File: config.mk
export PLATFORM = sky130hd
export DESIGN_NAME = r2s_frame_monitor
export DESIGN_NICKNAME = d
export VERILOG_FILES = /design/src/rtl/r2s_frame_monitor.sv
export SDC_FILE = /design/constraint.sdc
export NUM_CORES = 1
export LEC_CHECK = 0
export BUFFER_PORTS_ARGS = -buffer_cell sky130_fd_sc_hd__buf_2
export CAP_MARGIN = 20
export CORE_UTILIZATION = 30
export CTS_BUF_LIST = sky130_fd_sc_hd__clkbuf_2
export DETAILED_ROUTE_END_ITERATION = 8
export PLACE_DENSITY = 0.53
export SLEW_MARGIN = 20
export SYNTH_ARGS = -nofsm -noshare
export SYNTH_HDL_FRONTEND = slang
export SYNTH_SLANG_ARGS = --single-unit
File: constraint.sdc
create_clock -name CLK -period 8.44 [get_ports CLK]
set_input_delay 0.422 -clock CLK [delete_from_list [all_inputs] [get_ports CLK]]
set_output_delay 0.422 -clock CLK [all_outputs]
set_load 0.05 [all_outputs]
File: src/rtl/r2s_frame_monitor.sv
// r2s_frame_monitor: tracks rows within a frame from the R2S and FSYNC strobes in the
// CLK_320 domain. It checks the R2S period and the row count per frame, and produces
// a row-windowed start pulse for the DCD data pulser.
module r2s_frame_monitor #(
    parameter int PERIOD_WIDTH = 16,
    parameter int ROW_WIDTH    = 10,
    parameter int FRAME_WIDTH  = 16
) (
    input  logic                    CLK,
    input  logic                    RST,
    input  logic                    EN,
    input  logic                    R2S_STROBE,
    input  logic                    FSYNC_STROBE,
    input  logic [PERIOD_WIDTH-1:0] EXP_PERIOD,
    input  logic [7:0]              PERIOD_TOL,
    input  logic [ROW_WIDTH-1:0]    EXP_ROWS,
    input  logic [ROW_WIDTH-1:0]    ROW_FIRST,
    input  logic [ROW_WIDTH-1:0]    ROW_LAST,
    input  logic                    CLEAR_ERR,
    output logic                    SYNCED,
    output logic                    ROW_START,
    output logic [ROW_WIDTH-1:0]    ROW_CNT,
    output logic [FRAME_WIDTH-1:0]  FRAME_CNT,
    output logic [PERIOD_WIDTH-1:0] LAST_PERIOD,
    output logic                    PERIOD_ERR,
    output logic                    ROWS_ERR,
    output logic [7:0]              ERR_CNT
);

    typedef enum logic [1:0] {
        IDLE       = 2'd0,
        WAIT_FSYNC = 2'd1,
        RUN        = 2'd2
    } state_t;

    state_t                  state;
    logic [PERIOD_WIDTH-1:0] pcnt;

    logic                    run_r2s;
    logic                    run_fsync;
    logic                    pcnt_sat;
    logic [PERIOD_WIDTH:0]   period_diff;
    logic [PERIOD_WIDTH:0]   period_abs;
    logic [PERIOD_WIDTH:0]   tol_ext;
    logic                    period_event;
    logic                    rows_event;
    logic [1:0]              event_cnt;
    logic [8:0]              err_sum;
    logic [7:0]              err_next;
    logic [ROW_WIDTH-1:0]    row_idx;
    logic [ROW_WIDTH-1:0]    row_inc;
    logic                    row_in_window;

    // Decode strobes in RUN and work out error events, the row index and the next counter values.
    // FSYNC takes priority: when it coincides with an R2S, that R2S becomes row 0 of the new frame.
    always_comb begin
        run_r2s       = 1'b0;
        run_fsync     = 1'b0;
        pcnt_sat      = 1'b0;
        period_diff   = '0;
        period_abs    = '0;
        tol_ext       = '0;
        period_event  = 1'b0;
        rows_event    = 1'b0;
        event_cnt     = 2'd0;
        err_sum       = 9'd0;
        err_next      = 8'd0;
        row_idx       = '0;
        row_inc       = '0;
        row_in_window = 1'b0;

        run_r2s   = (state == RUN) && EN && R2S_STROBE;
        run_fsync = (state == RUN) && EN && FSYNC_STROBE;
        pcnt_sat  = &pcnt;

        period_diff = {1'b0, pcnt} - {1'b0, EXP_PERIOD};
        period_abs  = period_diff[PERIOD_WIDTH] ? (~period_diff + 1'b1) : period_diff;
        tol_ext     = {{(PERIOD_WIDTH - 7){1'b0}}, PERIOD_TOL};

        period_event = run_r2s && !run_fsync && (ROW_CNT != '0) && (EXP_PERIOD != '0) &&
                       ((period_abs > tol_ext) || pcnt_sat);
        rows_event   = run_fsync && (EXP_ROWS != '0) && (ROW_CNT != EXP_ROWS);

        event_cnt = {1'b0, period_event} + {1'b0, rows_event};
        err_sum   = {1'b0, ERR_CNT} + {7'b0, event_cnt};
        err_next  = err_sum[8] ? 8'hFF : err_sum[7:0];

        row_idx       = run_fsync ? '0 : ROW_CNT;
        row_inc       = (&row_idx) ? row_idx : row_idx + 1'b1;
        row_in_window = (row_idx >= ROW_FIRST) && (row_idx <= ROW_LAST);
    end

    // Monitor state machine, counters, window pulse and sticky error bookkeeping.
    always_ff @(posedge CLK) begin
        if (RST) begin
            state       <= IDLE;
            pcnt        <= '0;
            SYNCED      <= 1'b0;
            ROW_START   <= 1'b0;
            ROW_CNT     <= '0;
            FRAME_CNT   <= '0;
            LAST_PERIOD <= '0;
            PERIOD_ERR  <= 1'b0;
            ROWS_ERR    <= 1'b0;
            ERR_CNT     <= '0;
        end else begin
            ROW_START <= 1'b0;

            if (CLEAR_ERR) begin
                PERIOD_ERR <= period_event;
                ROWS_ERR   <= rows_event;
                ERR_CNT    <= {6'b0, event_cnt};
            end else begin
                if (period_event) begin
                    PERIOD_ERR <= 1'b1;
                end
                if (rows_event) begin
                    ROWS_ERR <= 1'b1;
                end
                ERR_CNT <= err_next;
            end

            if (!EN) begin
                state  <= IDLE;
                SYNCED <= 1'b0;
            end else begin
                case (state)
                    IDLE: begin
                        state <= WAIT_FSYNC;
                    end
                    WAIT_FSYNC: begin
                        if (FSYNC_STROBE) begin
                            state   <= RUN;
                            SYNCED  <= 1'b1;
                            ROW_CNT <= '0;
                            pcnt    <= {{(PERIOD_WIDTH - 1){1'b0}}, 1'b1};
                        end
                    end
                    RUN: begin
                        if (R2S_STROBE || FSYNC_STROBE) begin
                            pcnt <= {{(PERIOD_WIDTH - 1){1'b0}}, 1'b1};
                        end else if (!pcnt_sat) begin
                            pcnt <= pcnt + 1'b1;
                        end

                        if (FSYNC_STROBE) begin
                            FRAME_CNT <= FRAME_CNT + 1'b1;
                            ROW_CNT   <= '0;
                        end

                        if (R2S_STROBE) begin
                            ROW_CNT   <= row_inc;
                            ROW_START <= row_in_window;
                            if (!FSYNC_STROBE && (ROW_CNT != '0)) begin
                                LAST_PERIOD <= pcnt;
                            end
                        end
                    end
                    default: begin
                        state  <= IDLE;
                        SYNCED <= 1'b0;
                    end
                endcase
            end
        end
    end

endmodule
==> impl_summary.txt <==
----------------------------------------------------
[Worst setup path]
  Worst Setup Path Type ... register to register
  Slowest stage cell, crit path ... sky130_fd_sc_hd__dfxtp_1
  Capturing element type of the critical path ... register
  Data required time of the critical path ... 8900 ps
  Worst reg-to-reg path cell count ... 30
  Worst-case register-to-register setup slack ... 2000 ps
  Endpoint arrival time on the critical path ... 6900 ps
  Worst setup SP type ... register
  CP max FO ... 12
  Launch instance of the worst register-to-register path ... pcnt[0]
  Worst stage delay on the critical path ... 470 ps
  Critical R2R Capture ... ERR_CNT[1]

[Floorplanning]
  Floorplan row count ... 50
  Die ar. ... 0.01973 mm2
  Die Span Y ... 140.5 um
  Die extent in x ... 140.5 um
  Initial standard-cell utilization of the core ... 0.3065
  I/O pin count ... 114
  Area of the placeable core ... 0.01877 mm2

[Synth]
  Number of standard cells after synthesis ... 751
  Flip-flop and latch count after synthesis ... 72
  Netlist Area Pre-Place ... 0.005753 mm2
  Avg Cell Area, Syn ... 7.660 um2
  Sequential-to-total area share from yosys stat ... 0.2505
  Fraction of registers with async set/reset ... 0
  Count of yosys warnings during synthesis ... 0
  Cell taking the most area after synthesis ... sky130_fd_sc_hd__dfxtp_1
  Dominant cells by area after synthesis ... sky130_fd_sc_hd__dfxtp_1, sky130_fd_sc_hd__ha_1, sky130_fd_sc_hd__nor2_1
  Synthesized net count ... 867
  Number of enable-type register cells in the synthesized netlist ... 0
  Share of the synthesized area in the top cell type ... 0.2505
  Count of cell types in the netlist ... 72
  Top FF cell, synth ... sky130_fd_sc_hd__dfxtp_1

[Cells and area]
  Filler Cells Inserted ... 2019
  Ratio of cells with drive above 1 in the final layout ... 0.1821
  Final cell area excluding filler cells ... 0.006591 mm2
  Post-route core utilization ... 0.3512
  Number of nets in the finished design ... 963
  Synth-to-Final Area Change ... 14.57%

[Power and ir drop]
  Clock Power Share ... 0.300
  Max VDD drop ... 0.05530 mV
  Switching Fraction ... 0.2990
  Internal Pwr Total ... 0.4562 mW
  Power density of the placed cells ... 98.73 mW/mm2
  Combinational share of power ... 0.173
  Switch Pwr ... 0.1946 mW
  Static leakage ... 2.989 nW
  Flop pwr share ... 0.527

[Drt]
  DRC violation count after routing ... 0
  Total routed wirelength ... 15780 um
  1st-pass router iterations ... 4
  Total number of vias ... 5535
  1st-iter DRT viols ... 201
  Number of vias per cell ... 5.097
  Per-cell routed wire length ... 14.53 um
  Post-route ant nets ... 0

[STA]
  Number of endpoints failing setup at the final stage ... 0
  Rel. slew slack ... 0.3871
  Hold Violations, Final ... 0
  WHS ... 176.2 ps
  Shortest period the worst path allows ... 6444 ps
  Pins over their slew limit ... 0
  Max Clk Rate ... 155.2 MHz
  Share of the cycle needed by the critical path after routing ... 0.7635
  Transition time at the pin with the least slew margin ... 910.9 ps
  Setup repair after global routing missed its margin ... false
  Sum of negative setup slack ... 0 ps
  Final worst clock skew ... 29.54 ps
  Min setup slack post-route ... 1996 ps

[Global routing]
  Via count of the first global-routing pass ... 5322
  Pin count of the biggest net entering global routing ... 54
  Antenna violations before repair ... 1
  Global-route total usage across every layer ... 0.1653
  Global-route wire length before repair ... 26440 um
  GRT overflow ... 0

[Flow run]
  Number of max-cap violations ... 0

[Clock network]
  Clk sink count ... 72
  Buffers from clock root to sink, at most ... 2
  Clock transition at the registers of the reported paths ... 210 ps
  Root Buffer Master ... sky130_fd_sc_hd__clkbuf_2
  CTS Hold Bufs ... 0
  TritonCTS buffer count ... 9
  Clock tree from TritonCTS ... yes
  Post-CTS setup buffer count ... 0
  Latest clock arrival within the worst-skew pair ... 500 ps
  CTS HTree Levels ... 3
  Resized cells post-CTS ... 0

[Worst hold path]
  Min-Delay Startpoint ... CLEAR_ERR
  Min-Delay Path Class ... input pin to register
  Number of cells traversed by the worst hold path ... 2
  Hold Path Sink ... ERR_CNT[0]

[Placement]
  Number of buffer cells added on primary ports ... 113
  HPWL reported at the end of detailed placement ... 12370 um
  Setup Slack @ Placement ... 1998 ps
  Last weighted congestion value of the routability-driven placer ... 0.8514
  Placed inst area ... 0.006480 mm2

[Status]
  Run status ... completed

----------------------------------------------------
cells by family (layout without fill, tap and decap cells):
kind of cell,after synthesis,in the layout,share of synthesized area
fa+ha+maj,56,56,0.1244
flops,72,72,0.2505
compound gates,165,165,0.1886
other cells,0,1,0
mux,18,18,0.03153
xor+xnor,53,53,0.08069
simple gates,295,295,0.2566
buf+inv,92,192,0.06764
cell usage in the layout (no fill, tap or decap), types with 4 or more instances in the layout:
master                     instances
sky130_fd_sc_hd__a31oi_1          11
sky130_fd_sc_hd__and3_1           11
sky130_fd_sc_hd__or3_1             5
sky130_fd_sc_hd__o21ai_0          31
sky130_fd_sc_hd__nor3_1           17
sky130_fd_sc_hd__xnor2_1          26
sky130_fd_sc_hd__and2_1           16
sky130_fd_sc_hd__a211oi_1          7
sky130_fd_sc_hd__nand4_1          16
sky130_fd_sc_hd__mux2i_1          17
sky130_fd_sc_hd__nor2_1           97
sky130_fd_sc_hd__clkbuf_2         10
sky130_fd_sc_hd__nor4_1           14
sky130_fd_sc_hd__nand2_1          52
sky130_fd_sc_hd__a21oi_1          49
sky130_fd_sc_hd__nand3_1          30
sky130_fd_sc_hd__xor2_1           27
sky130_fd_sc_hd__a22oi_1           4
sky130_fd_sc_hd__nand2b_1         11
sky130_fd_sc_hd__o211ai_1          5
sky130_fd_sc_hd__a21o_1           13
sky130_fd_sc_hd__ha_1             54
sky130_fd_sc_hd__or4_1             4
sky130_fd_sc_hd__buf_2           113
sky130_fd_sc_hd__dfxtp_1          72
sky130_fd_sc_hd__inv_1            61
power groups by stage:
stage               registers, mW  logic (mW)  clock network, mW
finish                      0.343       0.112              0.196
global route                0.344       0.127              0.219
CTS                         0.343       0.113              0.205
detailed placement          0.350       0.112                  0
global placement            0.350       0.113                  0
floorplan                   0.351      0.0756                  0
registers in the layout, indices dropped and copies added, names as in the netlist:
| register | count |
|---|---|
| FRAME_CNT | 16 |
| LAST_PERIOD | 16 |
| pcnt | 16 |
| ROW_CNT | 10 |
| ERR_CNT | 8 |
| state | 2 |
| PERIOD_ERR | 1 |
| ROWS_ERR | 1 |
| ROW_START | 1 |
| SYNCED | 1 |
area by class of cell:
cell class | count | area, um2 | share of cell area
Timing Repair Buffer | 116 | 588.1 | 0.08922
Inverter | 61 | 229.0 | 0.03474
Tap cell | 234 | 292.8 | 0.04442
Sequential cell | 72 | 1441 | 0.2187
Antenna cell | 1 | 2.502 | 0.0003797
Clock inverter | 5 | 58.81 | 0.008922
Multi-Input combinational cell | 587 | 3929 | 0.5961
Clock buffer | 10 | 50.05 | 0.007593
worst max-delay path by stage:
stage | start | to | slack, ps | depth (start not counted)
2_1_floorplan | pcnt[0] | ERR_CNT[1] | 2640 | 30
3_3_place_gp | EXP_PERIOD[0] | ERR_CNT[1] | 2100 | 30
3_5_place_dp | EXP_PERIOD[0] | ERR_CNT[1] | 2000 | 30
4_1_cts | pcnt[0] | ERR_CNT[1] | 2030 | 30
5_1_grt | pcnt[0] | ERR_CNT[1] | 1440 | 30
6_report | pcnt[0] | ERR_CNT[1] | 2000 | 30
through the flow:
step	power, mW	cells
5_1_grt	0.6895	1086
3_3_place_gp	0.4622	1070
6_report	0.6508	1086
2_1_floorplan	0.4263	751
4_1_cts	0.6611	1085
3_5_place_dp	0.4616	1070
critical path, delay by kind of cell, from the launching register on:
kind            cells  cell delay, ps
compound gates     13            2230
simple gates        7            1440
buf+inv             3             370
fa+ha+maj           6            1800
flops               1             470
xor+xnor            1             130
synthesized netlist by cell type, types with 4 or more instances:
master / count
sky130_fd_sc_hd__clkbuf_1: 24
sky130_fd_sc_hd__o21ai_0: 31
sky130_fd_sc_hd__inv_1: 61
sky130_fd_sc_hd__a21o_1: 13
sky130_fd_sc_hd__a31oi_1: 11
sky130_fd_sc_hd__a22oi_1: 4
sky130_fd_sc_hd__nor4_1: 14
sky130_fd_sc_hd__o211ai_1: 5
sky130_fd_sc_hd__nor3_1: 17
sky130_fd_sc_hd__a21oi_1: 49
sky130_fd_sc_hd__nand3_1: 30
sky130_fd_sc_hd__nand2_1: 52
sky130_fd_sc_hd__a211oi_1: 7
sky130_fd_sc_hd__xnor2_1: 26
sky130_fd_sc_hd__and3_1: 11
sky130_fd_sc_hd__buf_6: 5
sky130_fd_sc_hd__ha_1: 54
sky130_fd_sc_hd__or3_1: 5
sky130_fd_sc_hd__nand4_1: 16
sky130_fd_sc_hd__dfxtp_1: 72
sky130_fd_sc_hd__nor2_1: 97
sky130_fd_sc_hd__mux2i_1: 17
sky130_fd_sc_hd__and2_1: 16
sky130_fd_sc_hd__xor2_1: 27
sky130_fd_sc_hd__or4_1: 4
sky130_fd_sc_hd__nand2b_1: 11
metal layers:
layer,global-route usage,up-vias,share of wire
li1,-,2867,-
met1,0.2176,2521,0.48
met2,0.2789,135,0.46
met3,0.02632,12,0.046
met4,0.04519,0,0.012
met5,0,-,0
(Power assumes the default switching activity.)
